<file path="config.mk">
export PLATFORM = sky130hd
export DESIGN_NAME = serial_adder
export DESIGN_NICKNAME = d
export VERILOG_FILES = /design/src/rtl/serial_adder.sv
export SDC_FILE = /design/constraint.sdc
export NUM_CORES = 1
export LEC_CHECK = 0
export CAP_MARGIN = 25
export CELL_PAD_IN_SITES_DETAIL_PLACEMENT = 0
export CELL_PAD_IN_SITES_GLOBAL_PLACEMENT = 1
export CORE_AREA = 2 2 71 73
export DETAILED_ROUTE_END_ITERATION = 7
export DIE_AREA = 0 0 73 75
export DONT_BUFFER_PORTS = 1
export GPL_TIMING_DRIVEN = 0
export PLACE_DENSITY = 0.7
export SETUP_SLACK_MARGIN = 0.5
export SYNTH_ARGS = -nofsm -noshare
export SYNTH_HDL_FRONTEND = slang
export SYNTH_SLANG_ARGS = --single-unit
</file>
<file path="constraint.sdc">
create_clock -name CLK -period 1.2 [get_ports CLK]
set_input_delay 0.12 -clock CLK [delete_from_list [all_inputs] [get_ports CLK]]
set_output_delay 0.12 -clock CLK [all_outputs]
set_load 0.005 [all_outputs]
</file>
<file path="src/rtl/serial_adder.sv">
// serial_adder: bit-serial WIDTH-bit adder built around one full-adder cell.
// Operands are captured on the accepting edge, then one bit is added per
// clock, LSB first, with the carry held in a flop. SUM/COUT update only when
// the last bit is processed, and DONE pulses for one cycle at that point.
module serial_adder #(
  parameter int WIDTH = 8
) (
  input  logic             CLK,
  input  logic             RST,
  input  logic             START,
  input  logic [WIDTH-1:0] A,
  input  logic [WIDTH-1:0] B,
  input  logic             CIN,
  output logic             BUSY,
  output logic             DONE,
  output logic [WIDTH-1:0] SUM,
  output logic             COUT
);

  localparam int             CW   = $clog2(WIDTH + 1);
  localparam logic [CW-1:0]  LAST = CW'(WIDTH - 1);

  typedef enum logic {
    S_IDLE = 1'b0,
    S_RUN  = 1'b1
  } state_t;

  // Full-adder sum bit.
  function automatic logic fa_sum(input logic a, input logic b, input logic c);
    return a ^ b ^ c;
  endfunction

  // Full-adder carry bit (majority of the three inputs).
  function automatic logic fa_carry(input logic a, input logic b, input logic c);
    return (a & b) | (a & c) | (b & c);
  endfunction

  state_t           r_state;
  state_t           w_state_next;
  logic             w_accept;
  logic             w_finish;

  logic [WIDTH-1:0] r_sa;
  logic [WIDTH-1:0] r_sb;
  logic [WIDTH-1:0] r_sr;
  logic             r_carry;
  logic [CW-1:0]    r_cnt;

  logic [WIDTH-1:0] r_sum;
  logic             r_cout;
  logic             r_done;

  logic             w_s;
  logic             w_carry_next;
  logic [WIDTH-1:0] w_sr_next;

  // Single adder cell operating on the current LSBs and the stored carry.
  assign w_s          = fa_sum(r_sa[0], r_sb[0], r_carry);
  assign w_carry_next = fa_carry(r_sa[0], r_sb[0], r_carry);
  assign w_sr_next    = {w_s, r_sr[WIDTH-1:1]};

  // State register.
  always_ff @(posedge CLK or posedge RST) begin
    if (RST) begin
      r_state <= S_IDLE;
    end else begin
      r_state <= w_state_next;
    end
  end

  // Next-state logic plus the accept/finish strobes that drive the datapath.
  always_comb begin
    w_state_next = r_state;
    w_accept     = 1'b0;
    w_finish     = 1'b0;
    case (r_state)
      S_IDLE: begin
        if (START) begin
          w_state_next = S_RUN;
          w_accept     = 1'b1;
        end else begin
          w_state_next = S_IDLE;
        end
      end
      S_RUN: begin
        // START is deliberately ignored here: no restart mid-operation.
        if (r_cnt == LAST) begin
          w_state_next = S_IDLE;
          w_finish     = 1'b1;
        end else begin
          w_state_next = S_RUN;
        end
      end
      default: begin
        w_state_next = S_IDLE;
      end
    endcase
  end

  // Operand/accumulator shift registers, carry flop and bit counter.
  always_ff @(posedge CLK or posedge RST) begin
    if (RST) begin
      r_sa    <= '0;
      r_sb    <= '0;
      r_sr    <= '0;
      r_carry <= 1'b0;
      r_cnt   <= '0;
    end else if (w_accept) begin
      r_sa    <= A;
      r_sb    <= B;
      r_sr    <= '0;
      r_carry <= CIN;
      r_cnt   <= '0;
    end else if (r_state == S_RUN) begin
      r_sa    <= {1'b0, r_sa[WIDTH-1:1]};
      r_sb    <= {1'b0, r_sb[WIDTH-1:1]};
      r_sr    <= w_sr_next;
      r_carry <= w_carry_next;
      r_cnt   <= r_cnt + CW'(1);
    end else begin
      r_sa    <= r_sa;
      r_sb    <= r_sb;
      r_sr    <= r_sr;
      r_carry <= r_carry;
      r_cnt   <= r_cnt;
    end
  end

  // Result registers: updated only on the final bit so partial sums stay hidden.
  always_ff @(posedge CLK or posedge RST) begin
    if (RST) begin
      r_sum  <= '0;
      r_cout <= 1'b0;
      r_done <= 1'b0;
    end else begin
      r_done <= w_finish;
      if (w_finish) begin
        r_sum  <= w_sr_next;
        r_cout <= w_carry_next;
      end else begin
        r_sum  <= r_sum;
        r_cout <= r_cout;
      end
    end
  end

  assign BUSY = (r_state == S_RUN);
  assign DONE = r_done;
  assign SUM  = r_sum;
  assign COUT = r_cout;

endmodule
</file>
==> results of run 1 <==
==> final cells by class <==
class | instances | area share [%]
plain buffers | 8 | 4.970
flip-flops and latches | 39 | 42.60
clock inverters | 2 | 1.529
repair buffers | 13 | 6.172
multi-input cells | 94 | 37.52
well taps | 54 | 2.949
inverters | 3 | 0.6554
clock buffers | 6 | 3.605
==> worst reg2reg max path, cell delays in order (launching register included) <==
cell and delay (ns):
dfrtp_1 0.41, fa_2 0.48, mux2_2 0.27
==> worst paths after layout <==
kind                       startpoint  endpoint  slack (ns)  cells past startpoint
setup / recovery              r_sa[0]    SUM[7]       -0.06                      2
hold / removal                    RST    SUM[4]       -0.15                      1
setup reg to reg              r_sa[0]    SUM[7]       -0.06                      2
hold reg to reg               r_sa[3]   r_sa[2]        0.51                      2
max in group asynchronous         RST      COUT        0.90                      1
min in group CLK                 B[2]   r_sb[2]        0.02                      2
==> power by group through the flow <==
| stage | Combinational (mW) | Clock [mW] | Sequential, mW |
|---|---|---|---|
| floorplan | 1.11 | 0 | 2.10 |
| global placement | 1.26 | 0 | 2.19 |
| detailed placement | 1.31 | 0 | 2.22 |
| CTS | 1.93 | 1.14 | 2.25 |
| global route | 2.51 | 1.19 | 2.37 |
| finish | 2.30 | 1.11 | 2.29 |
==> state kept, by name (all words and copies together), names as in the netlist <==
register / flops
SUM: 8
r_sa: 8
r_sb: 8
r_sr: 7
r_cnt: 4
BUSY: 1
COUT: 1
DONE: 1
r_carry: 1
==> metal layers <==
| metal | up-vias | wire, um | part of all wire, % |
|---|---|---|---|
| li1 | 535 | - | - |
| met2 | 19 | 1746 | 49 |
| met5 | - | 0 | 0 |
| met1 | 548 | 1567 | 44 |
| met3 | 4 | 166 | 4.7 |
| met4 | 0 | 49 | 1.4 |
==> cells in the mapped netlist <==
cell,count
nand4_1,1
dfrtp_1,39
inv_1,3
buf_2,1
buf_6,1
clkbuf_1,4
nand4b_4,1
buf_4,2
nor2_1,4
a22o_1,1
fa_1,1
ha_1,1
mux2_2,10
o21ai_0,25
nor2b_1,1
nand2_1,30
mux2i_1,18
==> stage by stage <==
stage / setup TNS (ns) / std cells
after floorplan: -0.02269 / 143
after global placement: -0.3525 / 197
after detailed placement: -0.5025 / 197
after CTS: -0.1379 / 217
after global routing: -0.6312 / 219
final: -0.2161 / 219
==> cell families (layout without fill, tap and decap cells) <==
logic type                 Yosys count  count (layout)  synth area share (%)
adders and majority gates            2               2                 1.964
and+or+nand+nor                     37              38                 9.894
buffers and inverters               11              32                 3.473
muxes                               28              28                 17.67
AOI/OAI and AO/OA                   26              26                 8.082
DFF                                 39              39                 58.91
==> repair_timing <==
item / in CTS / in global routing
endpoints found under the hold margin: 39 / 40
gates resized for setup: 36 / 36
buffers inserted: 8 / 1
pin swaps: 5 / 5
gates cloned: 4 / 0
setup endpoints to repair: 50 / 50
==> flow_summary_export.csv, run 1 <==
group,metric,value,unit
clock_tree,cts.path.max_buffers,2,
die,die_h,75,um
power_and_ir_drop,irDropWorstVdd,0.7281,mV
power_and_ir_drop,p_int,3.783,mW
power_and_ir_drop,p_clk_share,19.5,%
detailed_routing,ant_nets,0,
placement,port_buffers,0,
detailed_routing,vias,1106,
setup_path,crit_slowest_cell,"fa_2",
power_and_ir_drop,power_frac_comb,40.3,%
global_route,top_usage_layer,"met2",
logic_synthesis,syn_inst,143,
finish,final_cell_mix,"dfrtp_1, mux2i_1, o21ai_2",
timing,rsz0062_at_grt,"yes",
power_and_ir_drop,power_frac_seq,40.2,%
global_route,grtUsageTotal,14.42,%
clock_tree,cts_sinks,39,
finish,final_cell_area,2291,sq um
placement,place.gp.congestion,0.6900,
setup_path,crit_buf_inv,0,
global_route,use_met2,21.82,%
setup_path,required,1.38,ns
clock_tree,cts_htree_levels,2,
timing,slew_headroom,45.31,%
power_and_ir_drop,power.density,2489,nW/um^2
setup_path,cpLargestDelayFamily,"adder cells",
logic_synthesis,synth.area.top_cells,"dfrtp_1, mux2i_1, o21ai_0",
detailed_routing,firstDrtPassIters,4,
outcome,run_status,"finished, violations left",
timing,setup_viol,9,
setup_path,critPathLaunchType,"flip-flop",
detailed_routing,drt-wirelength-per-cell,16.11,um
logic_synthesis,synth.avg_cell_area,11.58,sq um
clock_tree,clkTransAtPathRegs,0.07,ns
setup_path,cp-end-kind,"flip-flop",
die,start_util,35.54,%
logic_synthesis,synth_fp_nets,165,
logic_synthesis,yosysTopAreaCell,"dfrtp_1",
setup_path,arrival,1.44,ns
min_path,hp-class,"in2async",
finish,regArea,975.9,sq um
power_and_ir_drop,p_switching,1.918,mW
clock_tree,tritoncts,"done",
global_route,met3_usage,5.221,%
timing,fin_crit,1.262,ns
global_route,grt_use_met1,18.16,%
setup_path,max_stage_delay,0.48,ns
outcome,violations,"negative hold slack, negative setup slack",
die,coreArea,4661,sq um
global_route,grt-ovfl-total,0,
logic_synthesis,ys_warn_count,0,
detailed_routing,drc_errors,0,
clock_tree,clock_latency,0.29,ns
detailed_routing,vias_per_cell,5.050,
timing,clock.fmax,792.4,MHz
timing,finalCritPeriodShare,105.2,%
finish,area_growth,38.29,%
timing,whs,-0.1506,ns
power_and_ir_drop,fin_total_pwr,5.701,mW
timing,setup_slack,-0.06197,ns
logic_synthesis,yosysTopAreaCellShare,58.91,%
finish,nNetsFinal,186,
detailed_routing,drt-initial-drc-count,65,
clock_tree,root_buffer,"clkbuf_8",
run,maxCapViolCount,0,
global_route,grt_pass1_vias,1147,
global_route,antenna_found_initial,0,
detailed_routing,drt-total-wl,3529,um
setup_path,path_cells,"fa_2 > mux2_2",
logic_synthesis,synth_area,1657,sq um
die,dieArea,5475,sq um
placement,place_ws,-0.06906,ns
timing,fin_skew,0.004731,ns
finish,fill_cells,395,
finish,postLayoutCoreUtil,49.15,%
timing,slew_violations,0,
finish,diodes,0,
power_and_ir_drop,p_leak,1.082,nW
global_route,grt_pass1_wl,5754,um
timing,finalHoldViolCount,39,
setup_path,worst-path-max-fanout,2,
setup_path,timing_worst_setup_path_type,"reg2reg",
clock_tree,cts_inserted_buffers,5,
timing,worstMarginPinSlew,0.8187,ns
placement,post-dp-hpwl,2115,um
die,die_w,73,um
die,std_cell_rows,25,
die,ios,31,
finish,multi_input_area,859.6,sq um
finish,drive_gt1_share,49.09,%
logic_synthesis,synth_seq_cells,39,
logic_synthesis,yosys.cell_types.count,17,
global_route,grt_max_degree,40,
finish,layout_commonest_cell,"dfrtp_1",
placement,placed_cell_area,1784,sq um
logic_synthesis,ys_seq_area_share,58.91,%
power_and_ir_drop,p_sw_share,33.65,%
Note: power is estimated with default switching activity, not from simulation.
==> run 2: changes to the inputs <==
GPL_ROUTABILITY_DRIVEN = 0   (was not set)
==> results of run 2 <==
Final layout, timing and power as in run 1 (identical DEF).
==> run 3: changes to the inputs <==
CORE_AREA = 2 2 61 86   (was 2 2 71 73)
DIE_AREA = 0 0 63 88   (was 0 0 73 75)
==> run 3 against run 2 <==
Compared with the run above:
- the flow still finishes with violations (negative hold slack, negative setup slack)
- fmax shrank 1.4%
- worst hold slack lost 0.0026 ns
- register-to-register slack lost 0.02 ns
- final cell count grew 5.0%
- global-route usage grew 0.34 points
- wire length grew 9.1%
- die area grew 1.3%
- power shrank 1.3%
- combinational power grew 3%
- count of clock-buffer cells in the layout grew 2
- critical path type unchanged
- critical endpoint unchanged
==> flow_summary_export.csv, run 3 (synthesized netlist as in run 1, its figures left out) <==
group,metric,value,unit
placement,port_buffers,0,
timing,rsz0062_at_grt,"yes",
global_route,grt_pass1_vias,1282,
timing,clock.fmax,781.6,MHz
clock_tree,clkTransAtPathRegs,0.08,ns
finish,final_cell_mix,"dfrtp_1, mux2i_1, o21ai_1",
detailed_routing,ant_nets,0,
timing,setup_viol,9,
setup_path,reg2reg_from,"r_sb[0]",
detailed_routing,vias,1152,
setup_path,worst-path-max-fanout,2,
setup_path,crit_slowest_cell,"fa_2",
setup_path,cp-end-kind,"flip-flop",
outcome,violations,"negative hold slack, negative setup slack",
setup_path,worst_r2r_path_depth,2,
power_and_ir_drop,power.density,2428,nW/um^2
timing,worstMarginPinSlew,0.8229,ns
die,die_h,88,um
power_and_ir_drop,power_frac_seq,40.6,%
setup_path,r2r_setup_slack,-0.08,ns
setup_path,cpLargestDelayFamily,"adder cells",
die,ios,31,
finish,layout_commonest_cell,"dfrtp_1",
run,maxCapViolCount,0,
timing,fin_tns_setup,-0.3913,ns
placement,post-dp-hpwl,2304,um
timing,slew_violations,0,
power_and_ir_drop,p_clk_share,17.0,%
setup_path,crit_path_start,"r_sb[0]",
detailed_routing,drt-total-wl,3849,um
setup_path,setup.worst_path.end,"SUM[7]",
power_and_ir_drop,irDropWorstVdd,1.333,mV
global_route,antenna_found_initial,0,
timing,finalCritPeriodShare,106.6,%
min_path,hp-class,"in2async",
timing,fin_skew,0.007319,ns
finish,drive_gt1_share,49.40,%
outcome,run_status,"finished, violations left",
detailed_routing,vias_per_cell,5.009,
clock_tree,cts_htree_levels,2,
clock_tree,cts_inserted_buffers,5,
power_and_ir_drop,p_int,3.667,mW
setup_path,crit_buf_inv,0,
die,coreArea,4767,sq um
timing,fin_crit,1.279,ns
clock_tree,clock_latency,0.29,ns
die,start_util,34.75,%
power_and_ir_drop,p_switching,1.959,mW
setup_path,crit_cells,2,
power_and_ir_drop,p_sw_share,34.82,%
power_and_ir_drop,power_frac_comb,42.4,%
power_and_ir_drop,p_leak,1.070,nW
detailed_routing,drt-initial-drc-count,47,
timing,slew_headroom,45.02,%
setup_path,timing_worst_setup_path_type,"reg2reg",
finish,stdcell_count,230,
setup_path,critPathLaunchType,"flip-flop",
global_route,grt_max_degree,40,
detailed_routing,firstDrtPassIters,3,
finish,nNetsFinal,187,
setup_path,max_stage_delay,0.47,ns
placement,post-place-cells,207,
setup_path,required,1.37,ns
die,std_cell_rows,30,
die,dieArea,5544,sq um
setup_path,path_cells,"fa_2 > mux2_4",
global_route,grt-ovfl-total,0,
clock_tree,root_buffer,"clkbuf_8",
global_route,grt_pass1_wl,6299,um
global_route,grtUsageTotal,14.76,%
clock_tree,cts_sinks,39,
timing,whs,-0.1532,ns
finish,area_growth,39.88,%
setup_path,reg2reg_to,"SUM[7]",
setup_path,arrival,1.45,ns
clock_tree,cts.path.max_buffers,2,
finish,diodes,0,
timing,finalHoldViolCount,39,
die,die_w,63,um
detailed_routing,drc_errors,0,
timing,setup_slack,-0.07943,ns
detailed_routing,drt-wirelength-per-cell,16.73,um
clock_tree,tritoncts,"done",
run 3: cell types whose count changed in the layout (fill, tap and decap cells not counted), moves of 2 or more:
cell / change
mux2_2: +3
mux2_4: -3
nor2_1: -2
nor2_4: +3
run 3: worst min-delay path by stage:
stage	startpoint	to	slack, ns
2_1_floorplan	RST	BUSY	0.09
3_3_place_gp	RST	DONE	0.18
3_5_place_dp	RST	DONE	0.19
4_1_cts	RST	DONE	-0.12
5_1_grt	RST	SUM[4]	-0.10
6_report	RST	BUSY	-0.15
run 3: area by class of cell:
class,count,area (sq um)
well taps,64,80.08
flip-flops and latches,39,975.9
plain buffers,8,113.9
clock buffers,8,100.1
fillers,435,2450
multi-input cells,94,857.1
inverters,3,17.52
repair buffers,14,172.7
run 3: through the flow:
step	area (sq um)	worst slack (ns)	util [%]	total power, mW	hold slack (ns)
5_1_grt	2317	-0.09037	48.61	5.983	-0.1020
6_report	2317	-0.07943	48.61	5.626	-0.1532
3_5_place_dp	1797	-0.09087	37.69	3.564	0.1909
2_1_floorplan	1717	-0.02269	-	3.208	0.09246
3_3_place_gp	1797	-0.07081	37.69	3.456	0.1755
4_1_cts	2171	-0.08032	45.54	5.275	-0.1214
run 3: layer usage:
metal / vias up / share of wire [%] / global-route usage, %
li1: 539 / - / -
met1: 583 / 39 / 16.65
met2: 23 / 56 / 27.08
met3: 7 / 3.1 / 3.470
met4: 0 / 1.4 / 5.455
met5: - / 0 / 0
run 3: timing repair:
item / in CTS / in global routing
buffers inserted: 8 / 3
gates cloned: 4 / 0
gates resized for setup: 38 / 35
hold endpoints to repair: 39 / 39
pin swaps: 9 / 2
endpoints found under the setup margin: 50 / 50
run 3: power groups by stage:
stage	Clock, mW	Sequential, mW	Combinational (mW)
2_1_floorplan	0	2.10	1.11
3_3_place_gp	0	2.19	1.27
3_5_place_dp	0	2.22	1.34
4_1_cts	0.988	2.24	2.05
5_1_grt	1.05	2.35	2.59
6_report	0.957	2.28	2.38
run 3: worst reg2reg max path, cell delays in order (launching register included):
cell and delay (ns):
dfrtp_1 0.42, fa_2 0.47, mux2_4 0.28
==> patch (settings of run 1) <==
Put one more register stage on the output `SUM`, with the module's reset. The value now appears one clock later. The other outputs are not delayed to match.
--- a/src/rtl/serial_adder.sv
+++ b/src/rtl/serial_adder.sv
@@ -146,7 +146,13 @@
 
   assign BUSY = (r_state == S_RUN);
   assign DONE = r_done;
-  assign SUM  = r_sum;
+  always_ff @(posedge CLK or posedge RST) begin
+    if (RST) begin
+      SUM <= '0;
+    end else begin
+      SUM <= r_sum;
+    end
+  end
   assign COUT = r_cout;
 
 endmodule
Behaviour: not the same (a bounded check fails within 10 cycles, from zero or initial values and one cycle with RST high).
==> patch against run 1 <==
  * The flow finishes with violations (negative setup slack)
  * Cell area up 15%
  * Cell count rose by 5.5%
  * Total power up 15%
  * Area after synthesis increased by 14%
  * Routed wire length up 12%
  * Worst setup slack got worse by 0.0041 ns
  * Sequential cell count is 8 higher
  * Non-clock buffer count up 3
  * Clock power shrank 6%
  * Combinational power is 19% higher
  * Global-route usage rose by 1.3 points
==> patch: results (changes against run 1) <==
STA
  – TNS Setup: -0.4140 ns (was -0.2161 ns)
  – Final WS setup: -0.06604 ns (was -0.06197 ns)
  – Least-Margin Pin Slew: 0.2874 ns (was 0.8187 ns)
  – Skew final: 0.006583 ns (was 0.004731 ns)
  – Setup-failing EPs final: 9 (unchanged)

Place
  – HPWL Detailed: 2.252 mm (was 2.115 mm)
  – Placed Area: 2027 um2 (was 1784 um2)
  – Placed insts: 207 (was 197)
  – Placer congestion estimate: 0.6899 (was 0.6900)
  – Port Buf Inserts: 0 (unchanged)

Yosys
  – Synth top area cells: dfrtp_1, mux2i_1, o21ai_0 (unchanged)
  – Share of flip-flops with an asynchronous set or reset: 100.0% (unchanged)
  – Post-synthesis sequential area ratio: 62.46% (was 58.91%)
  – Yosys warns: 0 (unchanged)
  – Syn Nets: 175 (was 165)
  – Gate count of the mapped netlist: 153 (was 143)
  – Synth cell types: 19 (was 17)
  – Top cells by instance count after synthesis: dfrtp_1, o21ai_0, nand2_1 (was dfrtp_1, nand2_1, o21ai_0)

GRT
  – Largest net degree at the start of global routing: 48 (was 40)
  – Vias in the first global route: 1,263 (was 1,147)
  – First-pass GRT wire length: 6.341 mm (was 5.754 mm)
  – Antenna violations before repair: 0 (unchanged)
  – Total GRT Usage: 15.74% (was 14.42%)

Layout
  – Final Non-Filler Cells: 231 (was 219)
  – Layout cells sized above 1: 48.59% (was 49.09%)
  – Final #Nets: 198 (was 186)
  – ANT cells: 0 (unchanged)

Worst hold path
  – Min-delay worst type: input pin to flip-flop (was input pin to async pin)

Critical path
  – Slowest-stage cell, CP: fa_2 (unchanged)
  – WP data arrival: 1.46 ns (was 1.44 ns)
  – Crit-path max FO: 2 (unchanged)
  – CP startpoint kind: flip-flop (unchanged)
  – Largest stage delay on the critical path: 0.48 ns (about the same)

Power and ir drop
  – VDD IR max: 1.013 mV (was 0.7281 mV)
  – P_leak: 0.001227 uW (was 0.001082 uW)

Clock tree
  – H-tree depth: 2 (unchanged)
  – Clock Latency Late Sink: 0.30 ns
  – Clk buf depth: 2 (unchanged)
  – Clock-pin slew on the worst setup and hold paths: 0.08 ns
  – Num CTS Buffers: 5 (unchanged)
  – Clock Tree Root: clkbuf_8 (unchanged)

Route
  – Final wirelength: 3.955 mm (was 3.529 mm)
  – Initial drt markers: 18 (was 65)
  – Routed vias: 1,218 (was 1,106)
  – 1st-pass router iterations: 4 (unchanged)

Run status
  – Failing checks: negative setup slack (was negative hold slack, negative setup slack)
  – Status: finished, violations left (unchanged)
==> patch: through the flow <==
step	setup WS, ns	power, uW
final	-0.06604	6530
after global routing	-0.1001	6916
after CTS	-0.06118	6076
after detailed placement	-0.06767	4092
after global placement	-0.06841	4013
after floorplan	-0.02237	3740
==> patch: critical path: cells and delay by family, from the launching register on <==
family	cells	cell delay, ns
flops	1	0.41
fa+ha+maj	1	0.48
mux	1	0.27
==> patch: final cells by class <==
cell class,instances,area [um2]
buffer,9,145.1
clock buffer,8,100.1
fill,375,2018
inverter,2,13.76
multi-input combinational,96,919.6
sequential,47,1176
tap,54,67.56
timing repair buffer,15,220.2
==> patch: final timing paths <==
kind | start | to | slack [ns] | cells after the start
worst max-delay path | r_carry | r_sum[7] | -0.07 | 2
worst min-delay path | B[1] | r_sb[1] | 0.01 | 2
worst max register to register | r_carry | r_sum[7] | -0.07 | 2
worst min register to register | r_sum[2] | SUM[2] | 0.38 | 0
max in group asynchronous | RST | r_sa[0] | 0.60 | 3
min in group asynchronous | RST | BUSY | 0.18 | 2
==> patch: layer usage <==
metal / routed length [um] / vias to the layer above / global-route usage [%]
li1: - / 574 / -
met1: 1680 / 612 / 20.00
met2: 2028 / 26 / 24.72
met3: 190 / 6 / 5.087
met4: 57 / 0 / 6.996
met5: 0 / - / 0
==> patch: cells by family (layout without fill, tap and decap cells) <==
logic type | after synthesis | count (layout) | synth area share, %
compound gates | 26 | 26 | 7.110
xor+xnor | 1 | 1 | 0.4652
fa+ha+maj | 2 | 2 | 1.728
buf+inv | 11 | 34 | 3.123
flops | 47 | 47 | 62.46
mux | 27 | 27 | 15.02
simple gates | 39 | 40 | 10.10
==> patch: where the power goes <==
group / switching (uW) / internal [uW]
Combinational: 1170 / 1580
Clock: 512 / 526
Sequential: 545 / 2200
Total: 2220 / 4310
==> patch: timing repair <==
item / CTS / global route
gates resized for setup: 42 / 41
hold endpoints to repair: 49 / 47
endpoints found under the setup margin: 50 / 50
pin swaps: 5 / 2
gates cloned: 6 / 0
setup buffers: 6 / 0
hold buffers: 2 / 1
